## src/rtl/rr_bus_arbiter8.sv

```systemverilog
// ============================================================================
// Module   : rr_bus_arbiter8
// Summary  : Round-robin arbiter that shares one DATA_W result bus among 8
//            requesters, with a valid/ready handshake toward the consumer.
// Revision : 1.0 - initial release
// ============================================================================
`default_nettype none

module rr_bus_arbiter8 #(
    parameter int DATA_W   = 32,
    parameter int MAX_HOLD = 4
) (
    input  logic                  clk,
    input  logic                  rst_n,
    input  logic [7:0]            req_i,
    input  logic [8*DATA_W-1:0]   data_in_i,
    input  logic                  out_ready_i,
    output logic                  out_valid_o,
    output logic [DATA_W-1:0]     out_data_o,
    output logic [2:0]            sel_o,
    output logic [7:0]            grant_o,
    output logic                  busy_o
);

    localparam int CNT_W = $clog2(MAX_HOLD + 1);
    localparam logic [CNT_W:0] c_MAX_HOLD = (CNT_W + 1)'(MAX_HOLD);

    typedef enum logic [0:0] {
        S_IDLE  = 1'b0,
        S_GRANT = 1'b1
    } state_t;

    state_t             state_q;
    logic [2:0]         sel_q;
    logic [2:0]         ptr_q;
    logic [7:0]         grant_q;
    logic               busy_q;
    logic [CNT_W-1:0]   beat_cnt_q;

    logic               w_found;
    logic [2:0]         w_pick;
    logic [2:0]         w_idx;
    logic               w_transfer;
    logic [CNT_W:0]     w_cnt_inc;
    logic               w_last;

    // Scan from the farthest offset down so the nearest set bit to ptr wins.
    always_comb begin
        w_found = 1'b0;
        w_pick  = ptr_q;
        w_idx   = '0;
        for (int k = 7; k >= 0; k--) begin
            w_idx = ptr_q + 3'(k);
            if (req_i[w_idx]) begin
                w_found = 1'b1;
                w_pick  = w_idx;
            end
        end
    end

    assign out_valid_o = busy_q & req_i[sel_q];
    assign out_data_o  = data_in_i[sel_q*DATA_W +: DATA_W];
    assign sel_o       = sel_q;
    assign grant_o     = grant_q;
    assign busy_o      = busy_q;

    assign w_transfer  = out_valid_o & out_ready_i;
    assign w_cnt_inc   = {1'b0, beat_cnt_q} + (CNT_W + 1)'(1);
    assign w_last      = (w_cnt_inc == c_MAX_HOLD);

    always_ff @(posedge clk or negedge rst_n) begin
        if (!rst_n) begin
            state_q    <= S_IDLE;
            sel_q      <= '0;
            ptr_q      <= '0;
            grant_q    <= '0;
            busy_q     <= 1'b0;
            beat_cnt_q <= '0;
        end else begin
            case (state_q)
                S_IDLE: begin
                    if (w_found) begin
                        state_q    <= S_GRANT;
                        sel_q      <= w_pick;
                        grant_q    <= 8'b1 << w_pick;
                        busy_q     <= 1'b1;
                        beat_cnt_q <= '0;
                    end
                end
                S_GRANT: begin
                    // A withdrawn request releases without counting a beat.
                    if (!req_i[sel_q] || (w_transfer && w_last)) begin
                        state_q    <= S_IDLE;
                        ptr_q      <= sel_q + 3'd1;
                        grant_q    <= '0;
                        busy_q     <= 1'b0;
                        beat_cnt_q <= '0;
                    end else if (w_transfer) begin
                        beat_cnt_q <= w_cnt_inc[CNT_W-1:0];
                    end
                end
                default: begin
                    state_q <= S_IDLE;
                    grant_q <= '0;
                    busy_q  <= 1'b0;
                end
            endcase
        end
    end

endmodule

`default_nettype wire
```

## config.mk

```make
export PLATFORM = sky130hd
export DESIGN_NAME = rr_bus_arbiter8
export DESIGN_NICKNAME = d
export VERILOG_FILES = /design/src/rtl/rr_bus_arbiter8.sv
export SDC_FILE = /design/constraint.sdc
export NUM_CORES = 1
export LEC_CHECK = 0
export CORE_ASPECT_RATIO = 2
export CORE_MARGIN = 8
export CORE_UTILIZATION = 28
export CTS_BUF_LIST = sky130_fd_sc_hd__clkbuf_2 sky130_fd_sc_hd__clkbuf_4 sky130_fd_sc_hd__clkbuf_8
export CTS_CLUSTER_SIZE = 10
export DETAILED_ROUTE_END_ITERATION = 8
export MAX_ROUTING_LAYER = met4
export PLACE_DENSITY = 0.71
export SLEW_MARGIN = 25
export SYNTH_ARGS = -nofsm -noshare
export SYNTH_HDL_FRONTEND = slang
export SYNTH_SLANG_ARGS = --single-unit
export TNS_END_PERCENT = 10
```

## constraint.sdc

```tcl
create_clock -name clk -period 3.61 [get_ports clk]
set_input_delay 0.5415 -clock clk [delete_from_list [all_inputs] [get_ports clk]]
set_output_delay 0.5415 -clock clk [all_outputs]
set_load 0.1 [all_outputs]
```

==> run summary <==
Worst reg2reg path startpoint = ptr_q[1]
Hold Path Depth = 2
Port Buf Inserts = 311
Post-synth top flop = dfrtp_1
Slew headroom = 0.3433
Initial core utilization = 0.2867
Post-synthesis sequential area ratio = 0.1234
Pwr Total = 7.728 mW
Power Density = 1088 nW/um2
Core Util, Final = 0.5286
Vias post-DR = 4,318
Ant diodes = 0
Root buffer cell = clkbuf_8
Post-Place Worst Slack = 0.2463 ns
Register area = 480.5 um2
CP Capture Type = register
Post-synth EDFFs = 0
Post-CTS Setup Bufs = 0
Synth Instances = 300
CP Max Fanout = 12
Combinational family with the most area after synthesis = multiplexers
Simple-gate share of the synthesized area = 0.06073
Critical path arrival = 3.25 ns
Vias per cell = 5.689
Crit path launch type = register
First-pass GRT wire length = 31,780 um
Final hold vios = 0
Clock share of power = 0.019
Post-CTS Resized = 0
Rows = 60
Layout Cells excl Fill = 759
Fin crit share = 0.8622
Total GRT Usage = 0.2462
DRC marker count from the first detailed-route iteration = 216
Hold_sp = grant_o[4]
Final wirelength = 21,670 um
Post-Syn Area per Cell = 12.84 um2
Hold_ws = 0.4942 ns
Post-Place Cell Area = 7057 um2
Post-Synth XOR/XNOR Area = 0.01819
TritonCTS Buffers = 3
Synth area leader = mux4_2
Lkg Pwr = 2.682 nW
Worst Slack Setup Final = 0.4975 ns
Placed instance count = 755
Adder-cell share of the synthesized area = 0.01299
DPL Wire Length = 19,130 um
Syn_nets = 571
ANT nets after route = 0
TritonRoute pass-1 iters = 4
GPL Wtd Cong = 0.9092
Worst reg2reg path depth = 9
RSZ-0062 raised after global routing = no
Min-delay worst type = reg -> reg
Final Slew Violations = 0
Hold_buf cts = 0
Register bit total from synthesis = 19
Compound-cell area share of the yosys netlist = 0.1088
Int Pwr = 2.889 mW
IO Pins = 312
Num Clock Sinks = 19
Area grow syn2layout = 84.38%
Top post-synthesis cells by area = mux4_2 44%, dfrtp_1 12%, mux2_2 11%
Filler cells = 1,220
Final setup violating endpoints = 0
Initial antenna violation count = 0
# nets final = 876
Worst R2R Setup Slack = 0.50 ns
Status = completed
Clock Pin Slew Worst Setup and Hold Paths = 0.07 ns
Crit path kind = reg -> reg
Synthesized cell area = 3852 um2
Setup_tns = 0 ns
Share of cells above drive strength 1 = 0.3162
Clock Latency Late Sink = 0.26 ns
Crit path time final = 3.112 ns
Largest net degree at the start of global routing = 71
DIE HEIGHT = 181.9 um
Multi-input logic area = 3166 um2
Post-route DRC violation count = 0
Switching share of power = 0.6261
H-tree depth = 1
Clock Tree Buf Depth = 2
Logic pwr share = 0.922
Core area = 13,440 um2
Yosys cell types = 61
Fmax = 321.3 MHz
Die area = 18,000 um2
Die width = 98.94 um
Synth warn = 0
Top-area cell type share of the netlist area = 0.4385
WHS Endpoint = grant_o[4]
Flop pwr share = 0.059
Post-synth ARST share = 1.000
Vias in the first global route = 5,040
Global route overflow = 0
Max VDD drop = 0.4322 mV
Max-cap violations = 0
Final Skew = 0.004862 ns
Drt wl/cell = 28.55 um
Slew @ Worst Pin = 0.9820 ns
Reg2reg end = grant_o[5]
Layout Cell Area excl Fill = 7103 um2
Mux share of post-synthesis cell area = 0.6210
Sw Pwr = 4.839 mW
Crit path required time = 3.75 ns
CTS tree = built
## layout make-up
class                   count  area share
clock buffers               3    0.005813
clock inverters             1   0.0007046
inverters                  11    0.005813
multi-input cells         242      0.4457
flip-flops and latches     19     0.06764
well taps                 155     0.02730
repair buffers            328      0.4471
## placed cells by master, fill, tap and decap left out, types with 6 or more instances in the layout
master	instances
o21ai_0	6
dfrtp_1	17
nor2_1	6
mux4_2	75
nand2_1	16
mux2_2	37
mux2i_1	13
inv_1	10
clkdlybuf4s50_1	275
buf_4	51
a21oi_1	12
## power groups by stage
stage	Clock [mW]	Combinational (mW)	Sequential [mW]
floorplan	0	5.25	0.593
CTS	0.151	7.16	0.455
detailed placement	0	7.13	0.461
global route	0.168	7.48	0.467
global placement	0	7.08	0.456
finish	0.148	7.12	0.456
## cells in the mapped netlist, drive strengths merged, types with 4 or more instances
cell type,instances
buf,11
mux4,78
a32o,4
inv,11
ha,4
and2,4
o41ai,4
nor2,6
a31oi,4
o21ai,6
nand3,4
mux2,43
nand2,16
clkbuf,17
mux2i,13
a21oi,12
dfrtp,19
## how the worst max path moves through the flow
stage                  start        endpoint  slack, ns  depth (start not counted)
finish              ptr_q[1]      grant_o[5]       0.50                          9
global route        ptr_q[0]      grant_o[5]       0.28                          9
CTS                 ptr_q[1]      grant_o[5]       0.49                          9
detailed placement  req_i[1]      grant_o[7]       0.25                          7
global placement    req_i[0]      grant_o[3]       0.34                          7
floorplan           sel_o[0]  out_data_o[11]       0.04                          5
## sequential cells by signal, indices dropped and copies added (netlist names)
name,cells
grant_o,8
beat_cnt_q,3
ptr_q,3
sel_o,3
busy_o,1
state_q,1
## layer usage
metal	track usage	vias to the layer above	wire length [um]
met1	0.2623	2100	7967
met3	0.05019	40	1561
met2	0.4306	294	11320
li1	-	1884	-
met5	-	-	0
met4	0.1009	0	823
## logic make-up (layout without fill, tap and decap cells)
| logic type | after synthesis | in the layout |
|---|---|---|
| multiplexers | 134 | 134 |
| AO/OA/AOI/OAI | 54 | 54 |
| AND/OR/NAND/NOR | 45 | 45 |
| buffers and inverters | 39 | 343 |
| flip-flops | 19 | 19 |
| XOR/XNOR | 5 | 5 |
| adder cells (fa/ha/maj) | 4 | 4 |
## worst max-delay path: stages (launching register included)
cell and delay [ns]:
dfrtp_1 0.44, inv_1 0.08, ha_1 0.62, mux4_2 0.48
mux2i_1 0.34, a21boi_1 0.24, o22ai_1 0.14, xnor2_2 0.26
inv_1 0.10, o41ai_1 0.29
Power figures use the tool's default switching activity.
